===== config.mk =====
export PLATFORM = sky130hd
export DESIGN_NAME = block_framer_130b
export DESIGN_NICKNAME = d
export VERILOG_FILES = /design/src/rtl/block_framer_130b.sv
export SDC_FILE = /design/constraint.sdc
export NUM_CORES = 1
export LEC_CHECK = 0
export CAP_MARGIN = 10
export CORE_MARGIN = 2
export CORE_UTILIZATION = 35
export CTS_CLUSTER_DIAMETER = 200
export DETAILED_ROUTE_END_ITERATION = 16
export SYNTH_ARGS = -nofsm -noshare
export SYNTH_HDL_FRONTEND = slang
export SYNTH_SLANG_ARGS = --single-unit

===== constraint.sdc =====
create_clock -name clk_8G -period 10.8 [get_ports clk_8G]
set_input_delay 1.62 -clock clk_8G [delete_from_list [all_inputs] [get_ports clk_8G]]
set_output_delay 1.62 -clock clk_8G [all_outputs]
set_load 0.1 [all_outputs]

===== src/rtl/block_framer_130b.sv =====
`default_nettype none
// ============================================================================
// block_framer_130b : 128b/130b TX block framer, word FIFO plus bit serializer
// Rev 1.0
// ============================================================================
module block_framer_130b #(
    parameter int DATA_W      = 8,
    parameter int BLOCK_WORDS = 16,
    parameter int FIFO_DEPTH  = 32,
    parameter int LSB_FIRST   = 1
) (
    input  logic                             clk_8G,
    input  logic                             rst_8G,
    input  logic                             in_valid,
    output logic                             in_ready,
    input  logic [DATA_W-1:0]                in_data,
    input  logic                             in_sob,
    input  logic                             in_os,
    input  logic                             tx_en,
    output logic                             data_out,
    output logic                             data_out_valid,
    output logic                             sob_out,
    output logic                             framing_err,
    output logic [$clog2(FIFO_DEPTH+1)-1:0]  fifo_level,
    output logic [15:0]                      blk_cnt
);

    localparam int PTR_W = $clog2(FIFO_DEPTH);
    localparam int LVL_W = $clog2(FIFO_DEPTH + 1);
    localparam int ENT_W = DATA_W + 2;
    localparam int BIT_W = (DATA_W > 1) ? $clog2(DATA_W) : 1;
    localparam int WRD_W = (BLOCK_WORDS > 1) ? $clog2(BLOCK_WORDS) : 1;

    localparam logic [LVL_W-1:0] c_LVL_FULL  = LVL_W'(FIFO_DEPTH);
    localparam logic [LVL_W-1:0] c_LVL_BLOCK = LVL_W'(BLOCK_WORDS);
    localparam logic [BIT_W-1:0] c_BIT_LAST  = BIT_W'(DATA_W - 1);
    localparam logic [WRD_W-1:0] c_WRD_LAST  = WRD_W'(BLOCK_WORDS - 1);

    typedef enum logic [1:0] {S_IDLE, S_HDR0, S_HDR1, S_PAYLOAD} state_t;

    state_t             r_state;
    logic [ENT_W-1:0]   r_mem [FIFO_DEPTH];
    logic [PTR_W-1:0]   r_wr_ptr;
    logic [PTR_W-1:0]   r_rd_ptr;
    logic [LVL_W-1:0]   r_level;
    logic [DATA_W-1:0]  r_shift;
    logic [BIT_W-1:0]   r_bit;
    logic [WRD_W-1:0]   r_word;
    logic               r_blk_os;
    logic               r_data_out;
    logic               r_valid;
    logic               r_sob;
    logic               r_ferr;
    logic [15:0]        r_blk_cnt;

    logic [ENT_W-1:0]   w_head;
    logic [DATA_W-1:0]  w_head_data;
    logic               w_head_sob;
    logic               w_head_os;
    logic               w_push;
    logic               w_pop;
    logic               w_start;
    logic               w_discard;
    logic               w_last_bit;
    logic               w_last_word;
    logic               w_tx_bit;
    logic [DATA_W-1:0]  w_shift_nx;
    logic [1:0]         w_hdr;

    assign w_head      = r_mem[r_rd_ptr];
    assign w_head_data = w_head[DATA_W-1:0];
    assign w_head_sob  = w_head[DATA_W];
    assign w_head_os   = w_head[DATA_W+1];

    assign in_ready    = (r_level < c_LVL_FULL);
    assign w_push      = in_valid && in_ready;
    // A block may only start once all of its words are buffered.
    assign w_start     = tx_en && (r_level >= c_LVL_BLOCK) && w_head_sob;
    assign w_discard   = (r_level != '0) && !w_head_sob;
    assign w_last_bit  = (r_bit == c_BIT_LAST);
    assign w_last_word = (r_word == c_WRD_LAST);
    assign w_hdr       = r_blk_os ? 2'b01 : 2'b10;

    generate
        if (LSB_FIRST != 0) begin : g_lsb_first
            assign w_tx_bit   = r_shift[0];
            assign w_shift_nx = {1'b0, r_shift[DATA_W-1:1]};
        end else begin : g_msb_first
            assign w_tx_bit   = r_shift[DATA_W-1];
            assign w_shift_nx = {r_shift[DATA_W-2:0], 1'b0};
        end
    endgenerate

    always_comb begin
        w_pop = 1'b0;
        case (r_state)
            S_IDLE:    w_pop = w_discard || w_start;
            S_PAYLOAD: w_pop = w_last_bit && (!w_last_word || w_start);
            default:   w_pop = 1'b0;
        endcase
    end

    always_ff @(posedge clk_8G) begin
        if (w_push) begin
            r_mem[r_wr_ptr] <= {in_os, in_sob, in_data};
        end
    end

    always_ff @(posedge clk_8G or negedge rst_8G) begin
        if (!rst_8G) begin
            r_wr_ptr <= '0;
            r_rd_ptr <= '0;
            r_level  <= '0;
        end else begin
            if (w_push) r_wr_ptr <= r_wr_ptr + PTR_W'(1);
            if (w_pop)  r_rd_ptr <= r_rd_ptr + PTR_W'(1);
            r_level <= r_level + LVL_W'(w_push) - LVL_W'(w_pop);
        end
    end

    always_ff @(posedge clk_8G or negedge rst_8G) begin
        if (!rst_8G) begin
            r_state    <= S_IDLE;
            r_shift    <= '0;
            r_bit      <= '0;
            r_word     <= '0;
            r_blk_os   <= 1'b0;
            r_data_out <= 1'b0;
            r_valid    <= 1'b0;
            r_sob      <= 1'b0;
            r_ferr     <= 1'b0;
            r_blk_cnt  <= '0;
        end else begin
            r_ferr <= 1'b0;
            case (r_state)
                S_IDLE: begin
                    r_data_out <= 1'b0;
                    r_valid    <= 1'b0;
                    r_sob      <= 1'b0;
                    if (w_discard) begin
                        r_ferr <= 1'b1;
                    end else if (w_start) begin
                        r_blk_os <= w_head_os;
                        r_shift  <= w_head_data;
                        r_bit    <= '0;
                        r_word   <= '0;
                        r_state  <= S_HDR0;
                    end
                end
                S_HDR0: begin
                    r_data_out <= w_hdr[0];
                    r_valid    <= 1'b1;
                    r_sob      <= 1'b1;
                    r_blk_cnt  <= r_blk_cnt + 16'd1;
                    r_state    <= S_HDR1;
                end
                S_HDR1: begin
                    r_data_out <= w_hdr[1];
                    r_sob      <= 1'b0;
                    r_state    <= S_PAYLOAD;
                end
                default: begin
                    r_data_out <= w_tx_bit;
                    r_shift    <= w_shift_nx;
                    r_bit      <= r_bit + BIT_W'(1);
                    if (w_last_bit) begin
                        r_bit <= '0;
                        if (!w_last_word) begin
                            // A start-of-block flag inside a block is reported but its data still goes out.
                            r_word  <= r_word + WRD_W'(1);
                            r_shift <= w_head_data;
                            r_ferr  <= w_head_sob;
                        end else if (w_start) begin
                            r_blk_os <= w_head_os;
                            r_shift  <= w_head_data;
                            r_word   <= '0;
                            r_state  <= S_HDR0;
                        end else begin
                            r_state <= S_IDLE;
                        end
                    end
                end
            endcase
        end
    end

    assign data_out       = r_data_out;
    assign data_out_valid = r_valid;
    assign sob_out        = r_sob;
    assign framing_err    = r_ferr;
    assign fifo_level     = r_level;
    assign blk_cnt        = r_blk_cnt;

endmodule
`default_nettype wire


; After elaboration in Yosys (flattened, before gate mapping)
; Memory sizes are Yosys's and may differ from the RTL's.
; Cells that the tools add are included.
[classes]
reduce_logical = 23
mux = 37
bitwise = 1
order_cmp = 2
n_addsub = 7
eq_ne = 7
[ops]
columns = op, n
row1 = two-way mux 8 bit, 5
row2 = adder 16 x 1 -> 16 bit (second input constant), 1
row3 = two-way mux 4 bit, 4
row4 = case mux 8 bit (2 select lines), 1
row5 = adder 5 x 1 -> 5 bit (second input constant), 2
row6 = two-way mux 1 bit, 10
row7 = two-way mux 2 bit, 5
row8 = case mux 1 bit (2 select lines), 5
row9 = two-way mux 3 bit, 3
row10 = case mux 4 bit (2 select lines), 1
row11 = AND reduction 4 bit, 2
row12 = nonzero test 2 bit, 4
row13 = nonzero test 4 bit, 2
row14 = adder 6 x 1 -> 6 bit, 1
row15 = >= comparator 6 x 5 -> 1 bit (second input constant), 1
row16 = less-than comparator 6 bit (second input constant), 1
row17 = case mux 2 bit (3 select lines), 1
row18 = case mux 3 bit (2 select lines), 1
row19 = AND reduction 3 bit, 2
row20 = nonzero test 6 bit, 1
row21 = subtractor 6 x 1 -> 6 bit, 1
row22 = logical AND 1 bit, 5
row23 = adder 4 x 1 -> 4 bit (second input constant), 1
row24 = equality test 2 bit (second input constant), 2
row25 = other kinds (11), 15
[totals]
out_inout_bits = 27
n_memories = 1
elab_cells = 91
ff_bits = 54
ramBits = 320
input_bits = 14
[mem_list]
columns = memory, depth, width, read_ports, rd_ports_with_merged_regs, write_ports, line_no
row1 = r_mem, 32, 10, 1, 0, 1, 42  ; logic [ENT_W-1:0] r_mem [FIFO_DEPTH];

; Longest topological paths before layout
; Gate-level depths: netlist of the first run.
[depth]
word_depth = 7
depth_mapped = 16
ltp_nobuf = 15

; Worst setup path before layout of the first run
; OpenSTA, ideal clock, no wires.
[synth_timing]
path_kind = reg2reg
startpoint = reg r_level[5], in the netlist fifo_level[5]
endpoint = reg r_level[5], in the netlist fifo_level[5]
t_arrival_ps = 3921
required_ps = 10721
stages_incl_launch_ff = 16
setup_slack_ps = 6800
period_less_slack_ps = 4000
setup_ps = 79
path_buffers = 0
cell_sequence = dfrtp_1 -> inv_1 -> ha_1 -> nand2b_1 -> inv_1 -> o2111a_1 -> a221o_1 -> nor2b_4 -> ha_1 -> inv_1 -> ha_1 -> a21o_1 -> a21oi_1 -> o21bai_1 -> a21oi_1 -> xor2_1
[synth_via]
elab_cells_between_ends = 13
classes_between = add/sub: 2 / order compare: 2 / mux: 1 / reduce/logical: 8
[synth_rtl]
columns = item, line_no
row1 = from (decl), 45  ; logic [LVL_W-1:0] r_level;
row2 = from (signal assigned), 117  ; r_level <= r_level + LVL_W'(w_push) - LVL_W'(w_pop);
row3 = less-than comparator 6 bit, 75  ; assign in_ready = (r_level < c_LVL_FULL);
row4 = named net in_ready, 15  ; output logic in_ready,
row5 = logical AND 1 bit, 76  ; assign w_push = in_valid && in_ready;
row6 = adder 6 x 1 -> 6 bit, 117
row7 = subtractor 6 x 1 -> 6 bit, 117
; The timed path passes the listed nets, and every way through them passes these cells.
; A chain may end at the register's enable or synchronous reset.

; Worst setup path after layout of the first run
[layout_timing]
startpoint = reg r_rd_ptr[0]
endpoint = reg r_level[5], in the netlist fifo_level[5]
[layout_via]
elab_chain_len = 6
elab_cells_between_ends = 9
classes_between = add/sub: 1 / mux: 1 / reduce/logical: 6 / memory: 1
[layout_lines]
columns = item, line_no
row1 = from (decl), 44  ; logic [PTR_W-1:0] r_rd_ptr;
row2 = from (signal assigned), 116  ; if (w_pop) r_rd_ptr <= r_rd_ptr + PTR_W'(1);
row3 = memory (32 x 10 bit) *, -
row4 = logical AND 1 bit / logical NOT 1 bit (equally long branches), "78, 79"
row5 = logical OR 1 bit / logical AND 1 bit (equally long branches), "98, 79"
row6 = logical AND 1 bit / logical OR 1 bit (equally long branches), "98, 97"
row7 = case mux 1 bit (2 select lines) *, 96  ; case (r_state)
row8 = named net w_pop, 61  ; logic w_pop;
row9 = subtractor 6 x 1 -> 6 bit *, 117
; Mark *: on every way through the listed nets, which the timed path passes. The rest lies on a longest branch.

==> results of run 1 <==
[per-layer routing]
metal	wire, um	vias up
li1	-	3256
met2	14040	213
met3	1669	43
met5	0	-
met4	692	0
met1	14090	3759
[synth_stat cells (all sizes together) (5+ instances only)]
master	n	share of area
xnor2	19	0.011
mux2	6	0.0047
a21oi	10	0.0036
inv	26	0.0065
xor2	7	0.0041
o21ai	14	0.0046
dfrtp	54	0.089
nand2	33	0.0082
nand3	9	0.0030
edfxtp	320	0.64
mux2i	25	0.017
nand4	7	0.0029
mux4	93	0.14
buf	16	0.0059
clkbuf	19	0.0047
o22ai	6	0.0025
and3	5	0.0021
ha	22	0.018
nor2	47	0.012
[layout make-up]
cell class              count  area, um^2  area share
inverters                  26       97.59    0.005582
repair buffers             55       578.1     0.03306
clock buffers              48        1041     0.05954
well taps                 546       683.2     0.03907
flip-flops and latches    374       10970      0.6273
clock inverters            24       227.7     0.01302
multi-input cells         351        3889      0.2224
[where the power goes]
part | internal [mW] | switching [mW] | total [mW]
logic | 0.104 | 0.251 | 0.354
registers | 1.63 | 0.0341 | 1.67
clock network | 0.784 | 0.537 | 1.32
total | 2.52 | 0.821 | 3.34
[logic make-up after synthesis]
logic type                 count (synthesis)
buffers and inverters                     61
adders and majority gates                 23
muxes                                    124
AOI/OAI and AO/OA                         52
DFF                                      374
and+or+nand+nor                          126
xor gates and xnor gates                  26
[per-stage QoR]
step / worst slack (ps) / instances / instance area (um^2) / power [mW]
2_1_floorplan: 6800 / 786 / 15110 / 1.934
3_3_place_gp: 6010 / 1346 / 16100 / 2.044
3_5_place_dp: 5952 / 1346 / 16100 / 2.051
4_1_cts: 5915 / 1418 / 17370 / 3.376
5_1_grt: 5580 / 1424 / 17480 / 3.477
6_report: 6022 / 1424 / 17480 / 3.343
[sequential cells by signal (all words and copies together), names as in the netlist]
name            flops
r_mem             320
blk_cnt            16
r_shift             8
fifo_level          6
r_rd_ptr            5
r_wr_ptr            5
r_word              4
r_bit               3
r_state             2
data_out            1
data_out_valid      1
framing_err         1
r_blk_os            1
sob_out             1
[worst max path at each step]
| stage | start | end |
|---|---|---|
| detailed placement | r_rd_ptr[0] | fifo_level[4] |
| global placement | r_rd_ptr[0] | fifo_level[4] |
| finish | r_rd_ptr[0] | fifo_level[5] |
| global route | r_rd_ptr[0] | fifo_level[5] |
| CTS | r_rd_ptr[0] | fifo_level[5] |
| floorplan | fifo_level[5] | fifo_level[5] |
==> impl_summary.txt, run 1 <==
----------------------------------------------------
[Outcome]
  Outcome ... completed

[Clock tree]
  CTS clk-pin slew, worst paths ... 60 ps
  Clk buf depth ... 3
  Post-CTS setup-driven buffer insertion count ... 0
  Clock network latency to the later pin of the worst-skew pair ... around 530 ps
  CTS H-Tree Depth ... 2
  CTS tree ... built
  TritonCTS sink count ... 374
  Hold buffer count at CTS ... 0
  Master cell of the clock root buffer ... clkbuf_16
  Clock buffer count from CTS ... 40
  Number of instances resized during post-cts repair ... 0

[Min path]
  Hold crit path type ... reg -> reg
  Hold Path Sink ... blk_cnt[15]
  Hold Crit Start ... blk_cnt[15]
  Worst Hold Depth ... 1

[Routing]
  Number of remaining DRC errors ... 0
  Ratio of routed vias to standard cells ... 5.106
  DR vias ... 7271
  Drt total wl ... 30.49 mm
  Wirelength per Cell ... 21.41 um
  Number of optimization iterations in the first detailed-route pass ... 5
  Remaining number of nets flagged by the antenna check after routing ... 0
  Number of DRC markers in iteration 0 ... 727

[Setup path]
  Critical Setup Path Class ... reg -> reg
  Cell family with most CP delay ... compound AO/OA/AOI/OAI gates
  Number of cells on the critical path ... 14
  R2r startpoint ... r_rd_ptr[0]
  Count of buffer and inverter cells on the critical path ... 2
  R2R cell count ... 14
  Setup slack of the most critical reg-to-reg path ... between 6000 and 7000 ps
  CP max stage delay ... 990 ps
  Cells along the critical path ... buf_4, nor4b_1, or4_4, o2111a_1, a221o_1, nor2b_4, ha_1, inv_1, ha_1, a21o_1, a21oi_1, o21bai_1, a21oi_1, xor2_1
  Reg-to-reg endpoint ... fifo_level[5]
  Cell type of the slowest stage on the worst timing path ... dfrtp_4
  Worst Path Required ... 11240 ps
  Data arrival at the endpoint of the critical path ... between 5000 and 6000 ps
  Maximum fanout along the worst path ... 43
  Type of element capturing the critical path ... flop
  Critical path launch point type ... flop

[Logic synthesis]
  Sequential share of the synthesized area ... 0.7255
  Number of storage elements in the synthesis netlist ... 374
  Fraction of the mapped netlist area in adder cells ... 0.01955
  Dominant register cell in the synthesized netlist ... edfxtp_1
  Area fraction in compound gates after synthesis ... 0.02294
  Share of synthesized flip-flops with an asynchronous set or reset ... 0.1444
  Gate Count Post-Synth ... between 700 and 800
  Dominant combinational cell family by area after synthesis ... multiplexers
  Mapped Area ... between 15000 and 20000 um^2
  Total nets after synthesis ... 823
  Count of flip-flops with a built-in enable after synthesis ... 320
  Warnings from Yosys ... 0
  Mean area per synthesized cell ... ~19 um^2
  Synthesized-area fraction occupied by and/or/nand/nor cells ... 0.03992
  Number of distinct standard cells referenced by the synthesized netlist ... 57
  Post-synthesis xor/xnor area fraction ... 0.01507
  Portion of netlist area occupied by mux cells ... 0.1599

[Floorplanning]
  Initial core utilization ... 0.3530
  Die Area ... 44840 um^2
  Vertical die dimension ... around 210 um
  Row count ... 76
  Total core area ... 42790 um^2
  Boundary pin count ... 41
  X dimension of the die ... ~210 um

[Timing]
  Crit path time final ... 4778 ps
  Final-report hold violation count ... 0
  Layout Skew ... 18.94 ps
  Peak clock frequency supported by timing ... 0.2093 GHz
  Unrepaired setup endpoints after global routing ... no
  Hold slack final ... 469.1 ps
  Slew Viols, Final ... 0
  Slew @ Worst Pin ... 1163 ps
  Fin Setup TNS ... 0 ps
  Setup-violating endpoint count in the final report ... 0
  Normalized max-slew margin ... 0.2223
  Share of the clock period used by the worst path after layout ... 0.4424

[Layout]
  Most used cells in the layout excluding fill and tap cells ... 320 x edfxtp_1, 93 x mux4_2, 52 x dfrtp_1, 47 x nor2_1, 40 x clkbuf_16
  Synth-to-layout area growth ... 15.74%
  Number of nets in the finished design ... 885
  Number of fill cells ... 3799
  # diodes ... 0
  End-of-flow core utilization ... 0.4086
  Layout cell share with drive strength beyond 1 ... 0.2073
  Commonest non-fill, non-tap cell in the layout ... edfxtp_1

[GRT]
  Vias in the first global route ... about 7400
  Wire length of the first global-routing pass ... ~46 mm
  Met1 routing resource usage after global routing ... 0.2041
  Maximum number of pins on one net before global-route repair ... 57
  Overall global routing resource usage ... 0.1399
  Global-route track usage on met3 ... 0.02566
  Grt ovf ... 0
  Met2 track demand over resource ... 0.2145
  Number of antenna violations at the first check in global routing ... 0
  Global-route layer with the greatest usage ... met2

[Job]
  Max capacitance violation total ... 0

[Power]
  Cell area power density ... 191.2 nW/um^2
  Worst IR Drop VDD ... roughly 0.15 mV
  Static power due to leakage ... 5.948 nW

[Place]
  Port-buffer cells ... 40
  Gpl congestion ... 0.7492
  Post-DP HPWL ... about 19 mm

----------------------------------------------------
Power figures use the tool's default switching activity.
==> run 2, diff against run 1 <==
clock period = 4.2 ns   (was 10.8 ns; I/O delays follow)
==> impl_summary.txt, run 2 (same netlist as run 1, synthesis figures left out) <==
----------------------------------------------------
[Clock tree]
  TritonCTS sink count ... 374 (unchanged)
  Clock network latency to the later pin of the worst-skew pair ... 540 ps (about the same)
  Number of instances resized during post-cts repair ... 0 (unchanged)
  CTS tree ... built
  Clock buffer count from CTS ... 39 (-2.5%)
  CTS H-Tree Depth ... 2 (unchanged)
  Clk buf depth ... 3 (unchanged)
  Post-CTS setup-driven buffer insertion count ... 0 (unchanged)
  CTS clk-pin slew, worst paths ... 70 ps (about the same)
  Hold buffer count at CTS ... 0 (unchanged)
  Master cell of the clock root buffer ... clkbuf_16

[Outcome]
  Outcome ... completed

[Power]
  Power, Total ... 8.849 mW (+160%)
  Cell area power density ... 497.8 nW/um^2 (+160%)
  Worst IR Drop VDD ... 0.4119 mV (+180%)
  Static power due to leakage ... 6.149 nW (+3.4%)

[Routing]
  Number of DRC markers in iteration 0 ... 730 (+0.41%)
  Remaining number of nets flagged by the antenna check after routing ... 0 (unchanged)
  Ratio of routed vias to standard cells ... 5.089 (-0.33%)
  Number of remaining DRC errors ... 0 (unchanged)
  DR vias ... 7420 (+2.0%)
  Drt total wl ... 32.04 mm (+5.1%)
  Wirelength per Cell ... 21.97 um (+2.6%)
  Number of optimization iterations in the first detailed-route pass ... 5 (unchanged)

[Setup path]
  Data arrival at the endpoint of the critical path ... 4330 ps (-880 ps)
  Critical Setup Path Class ... reg -> reg
  Reg-to-reg endpoint ... fifo_level[4]
  Maximum fanout along the worst path ... 11 (-74%)
  Start point of the critical path ... r_rd_ptr[0]
  Type of element capturing the critical path ... flop
  CP max stage delay ... 500 ps (-490 ps)
  Critical path launch point type ... flop
  End point of the critical path ... fifo_level[4]
  R2r startpoint ... r_rd_ptr[0]
  Cell type of the slowest stage on the worst timing path ... dfrtp_4
  Worst Path Required ... 4660 ps (-6580 ps)
  Setup slack of the most critical reg-to-reg path ... 330 ps (-5690 ps)
  R2R cell count ... 14 (unchanged)
  Cells along the critical path ... mux4_2, nor3b_1, or4_4, o2111a_1, a221o_1, nor2b_4, ha_1, inv_1, ha_1, fa_1, a21oi_1, nor2_1, nor2_1, xnor2_1

[Floorplanning]
  Initial core utilization ... 0.3530 (unchanged)
  Total core area ... 42790 um^2 (unchanged)
  Die Area ... 44840 um^2 (unchanged)
  X dimension of the die ... 211.8 um (unchanged)
  Vertical die dimension ... 211.8 um (unchanged)
  Boundary pin count ... 41 (unchanged)
  Row count ... 76 (unchanged)

[Timing]
  Final-report hold violation count ... 0 (unchanged)
  Fin Setup TNS ... 0 ps (unchanged)
  Slew Viols, Final ... 0 (unchanged)
  Share of the clock period used by the worst path after layout ... 0.9209 (+0.4785)
  Normalized max-slew margin ... 0.1740 (-0.04828)
  Unrepaired setup endpoints after global routing ... no
  Slew @ Worst Pin ... 1235 ps (+72.19 ps)
  Peak clock frequency supported by timing ... 0.2585 GHz (+24%)
  Layout Skew ... 12.71 ps (-6.234 ps)
  Hold slack final ... 34.98 ps (-434.1 ps)
  Worst-case setup margin in the final layout ... 332.2 ps (-5690 ps)
  Crit path time final ... 3868 ps (-909.8 ps)
  Setup-violating endpoint count in the final report ... 0 (unchanged)

[Layout]
  # diodes ... 0 (unchanged)
  Reg area ... 10970 um^2 (unchanged)
  Commonest non-fill, non-tap cell in the layout ... edfxtp_1
  Number of fill cells ... 3750 (-1.3%)
  Final Instance Area ... 17780 um^2 (+1.7%)
  Most used cells in the layout excluding fill and tap cells ... 320 x edfxtp_1, 93 x mux4_2, 52 x dfrtp_1, 48 x buf_4, 47 x nor2_1
  Area of the multi-input gates ... 3889 um^2 (unchanged)
  Max FFs per register ... 320 (unchanged)
  Top reg by flops ... r_mem
  Synth-to-layout area growth ... 17.67%
  Number of nets in the finished design ... 919 (+3.8%)
  Layout cell share with drive strength beyond 1 ... 0.2423 (+0.03504)

[GRT]
  Grt ovf ... 0 (unchanged)
  Number of antenna violations at the first check in global routing ... 0 (unchanged)
  Vias in the first global route ... 7584 (+2.0%)
  Wire length of the first global-routing pass ... 48.76 mm (+5.0%)
  Maximum number of pins on one net before global-route repair ... 40 (-30%)
  Overall global routing resource usage ... 0.1472 (+0.007363)

[Place]
  Port-buffer cells ... 40 (unchanged)
  Gpl congestion ... 0.7814 (+4.3%)
  Worst setup timing slack at the placement stage ... 352.8 ps (-5599 ps)
  DP Area ... 16390 um^2 (+1.8%)
  Post-DP HPWL ... 19.82 mm (+5.1%)

[Min path]
  Hold crit path type ... in -> async

[Job]
  Max capacitance violation total ... 0 (unchanged)

----------------------------------------------------
-- run 2: cell types whose count changed in the layout (fill, tap and decap cells not counted), sizes merged --
cell      delta
buf         +35
clkbuf       -6
bufinv       +3
inv          +2
clkinv       -1
clkinvlp     +1
-- run 2: power breakdown --
group	internal [mW]	switching [mW]	leakage (nW)
Sequential	4.20	0.0997	3.54
Combinational	0.278	0.637	1.95
Clock	2.18	1.45	0.661
Total	6.66	2.19	6.15
-- run 2: critical path: cells and delay by family (launching register included) --
kind | cells | cell delay, ps
adder cells (fa/ha/maj) | 3 | 910
AND/OR/NAND/NOR | 5 | 900
AO/OA/AOI/OAI | 3 | 820
flip-flops | 1 | 500
multiplexers | 1 | 500
XOR/XNOR | 1 | 120
buffers and inverters | 1 | 40
-- run 2: area by class of cell --
class,count,area share
clock buffer,42,0.05673
inverter,26,0.005490
clock inverter,29,0.01936
sequential,374,0.6170
multi-input combinational,351,0.2188
timing repair buffer,90,0.04420
tap,546,0.03843
-- run 2: how the worst min path moves through the flow --
stage | start | endpoint | slack (ps) | depth (start not counted)
finish | rst_8G | blk_cnt[5] | 30 | 1
floorplan | rst_8G | blk_cnt[0] | 330 | 0
detailed placement | sob_out | sob_out | 470 | 2
global route | rst_8G | blk_cnt[5] | 50 | 1
global placement | data_out_valid | data_out_valid | 460 | 1
CTS | rst_8G | blk_cnt[5] | 30 | 1
-- run 2: per-stage QoR --
step           utilization  instances
2_1_floorplan            -        786
3_3_place_gp        0.3831       1385
3_5_place_dp        0.3831       1385
4_1_cts             0.4147       1456
5_1_grt             0.4154       1458
6_report            0.4154       1458
-- run 2: metal layers --
layer  share of wire  global-route usage
met5               0                   0
met4           0.016             0.03351
met3           0.049             0.02848
met2            0.47              0.2351
met1            0.46              0.2095
==> run 3, diff against run 2 <==
CELL_PAD_IN_SITES_DETAIL_PLACEMENT = 0   (was unset)
CELL_PAD_IN_SITES_GLOBAL_PLACEMENT = 1   (was unset)
PLACE_DENSITY_LB_ADDON = 0.1   (was unset)
==> impl_summary.txt, run 3 (same netlist as run 1, synthesis figures left out) <==
----------------------------------------------------
[Outcome]
  Outcome ... completed

[Routing]
  Ratio of routed vias to standard cells ... 5.157 (+1.3%)
  Wire length the detailed router placed on met1 ... 15.38 mm (+4.1%)
  Number of remaining DRC errors ... 0 (unchanged)
  Topmost layer with routed signal wires ... met4
  Wirelength per Cell ... 23.84 um (+8.5%)
  DR vias ... 7519 (+1.3%)
  Number of DRC markers in iteration 0 ... 633 (-13%)
  Remaining number of nets flagged by the antenna check after routing ... 0 (unchanged)
  Drt total wl ... 34.76 mm (+8.5%)
  Routed met3 length ... 1.654 mm (+4.8%)
  Met2 wire len ... 16.76 mm (+10%)
  Number of optimization iterations in the first detailed-route pass ... 7 (+2)

[Timing]
  Layout Skew ... 26.70 ps (+14.00 ps)
  Unrepaired setup endpoints after global routing ... no
  Setup-violating endpoint count in the final report ... 0 (unchanged)
  Share of the clock period used by the worst path after layout ... 0.9204 (about the same)
  Slew Viols, Final ... 0 (unchanged)
  Normalized max-slew margin ... 0.2677 (+0.09371)
  Fin Setup TNS ... 0 ps (unchanged)
  Peak clock frequency supported by timing ... 0.2587 GHz (about the same)
  Slew @ Worst Pin ... 1095 ps (-140.1 ps)
  Crit path time final ... 3866 ps (-2.030 ps)
  Final-report hold violation count ... 0 (unchanged)

[Setup path]
  Maximum fanout along the worst path ... 11 (unchanged)
  Worst Path Required ... 4680 ps (+20 ps)
  Data arrival at the endpoint of the critical path ... 4350 ps (+20 ps)
  Critical path launch point type ... flop
  Type of element capturing the critical path ... flop
  Critical Setup Path Class ... reg -> reg

[GRT]
  Maximum number of pins on one net before global-route repair ... 48 (+20%)
  Number of antenna violations at the first check in global routing ... 0 (unchanged)
  Overall global routing resource usage ... 0.1616 (+0.01433)
  Vias in the first global route ... 7875 (+3.8%)
  Wire length of the first global-routing pass ... 52.03 mm (+6.7%)
  Grt ovf ... 0 (unchanged)

[Min path]
  Hold crit path type ... in -> async

[Layout]
  Number of fill cells ... 3812 (+1.7%)
  # diodes ... 0 (unchanged)
  Number of nets in the finished design ... 918 (-0.11%)
  Most used cells in the layout excluding fill and tap cells ... 320 x edfxtp_1, 93 x mux4_2, 52 x dfrtp_1, 47 x nor2_1, 43 x clkbuf_16
  Synth-to-layout area growth ... 17.09%
  Max FFs per register ... 320 (unchanged)
  Commonest non-fill, non-tap cell in the layout ... edfxtp_1
  Non-filler cells, final ... 1458 (unchanged)
  Layout cell share with drive strength beyond 1 ... 0.2336 (-0.008772)
  Top reg by flops ... r_mem

[Clock tree]
  CTS H-Tree Depth ... 2 (unchanged)
  Number of instances resized during post-cts repair ... 0 (unchanged)
  Clk buf depth ... 3 (unchanged)
  Clock buffer count from CTS ... 42 (+7.7%)
  CTS tree ... built
  CTS clk-pin slew, worst paths ... 60 ps (about the same)
  Clock network latency to the later pin of the worst-skew pair ... 580 ps (+40 ps)
  Hold buffer count at CTS ... 0 (unchanged)
  TritonCTS sink count ... 374 (unchanged)
  Master cell of the clock root buffer ... clkbuf_16
  Post-CTS setup-driven buffer insertion count ... 0 (unchanged)

[Floorplanning]
  Total core area ... 42790 um^2 (unchanged)
  X dimension of the die ... 211.8 um (unchanged)
  Boundary pin count ... 41 (unchanged)
  Vertical die dimension ... 211.8 um (unchanged)
  Row count ... 76 (unchanged)
  Initial core utilization ... 0.3530 (unchanged)
  Die Area ... 44840 um^2 (unchanged)

[Power]
  Cell area power density ... 484.7 nW/um^2 (-2.6%)
  Worst IR Drop VDD ... 0.3135 mV (-24%)
  Static power due to leakage ... 6.089 nW (-0.98%)

[Place]
  Port-buffer cells ... 40 (unchanged)
  Post-DP HPWL ... 22.27 mm (+12%)
  Inst Count DP ... 1379 (-0.43%)
  Gpl congestion ... 0.7711 (-1.3%)

[Job]
  Max capacitance violation total ... 0 (unchanged)

----------------------------------------------------
-- run 3: where the power goes --
group / total, mW / internal [mW] / switching (mW)
sequential: 4.30 / 4.20 / 0.100
combinational: 0.913 / 0.277 / 0.637
clock: 3.36 / 1.90 / 1.45
total: 8.57 / 6.38 / 2.19
-- run 3: stage by stage --
step                      setup WS (ps)    util  area (um^2)  power (mW)  hold slack, ps
after CTS                         330.9  0.4111        17590       8.693           8.052
after floorplan                   199.7       -        15110       4.973           334.4
after global routing              145.3  0.4134        17690       8.926           42.38
after global placement            366.8  0.3820        16350       5.267           461.5
final                             334.3  0.4134        17690       8.573           16.90
after detailed placement          358.0  0.3820        16350       5.296           477.4
-- run 3: routing by layer --
metal,vias to the layer above,track usage
met1,3919,0.2226
li1,3325,-
met3,54,0.02730
met4,0,0.05949
met5,-,0
met2,221,0.2590
-- run 3: final cells by class --
class                   instances  area [um^2]  area share
clock buffers                  52         1089     0.06154
well taps                     546        683.2     0.03862
clock inverters                23        156.4    0.008842
multi-input cells             351         3889      0.2198
inverters                      26        97.59    0.005517
flip-flops and latches        374        10970      0.6201
repair buffers                 86        805.8     0.04555
-- run 3: final timing paths --
kind                       depth (start not counted)             to  slack (ps)        start
max                                               14  fifo_level[4]         330  r_rd_ptr[0]
min                                                1    r_wr_ptr[0]          20       rst_8G
max reg2reg                                       14  fifo_level[4]         330  r_rd_ptr[0]
min reg2reg                                        1       r_bit[0]         480     r_bit[0]
max in group asynchronous                          2     blk_cnt[9]        3330       rst_8G
min in group clk_8G                                1       r_bit[0]         480     r_bit[0]
-- run 3: worst max-delay path, cell delays in order (launching register included) --
cell	delay, ps
dfrtp_4	510
mux4_2	510
nor3b_1	150
or4_4	430
o2111a_1	270
a221o_1	380
nor2b_4	170
ha_1	290
inv_1	40
ha_1	200
fa_1	410
a21oi_1	160
nor2_1	50
nor2_1	110
xnor2_1	120
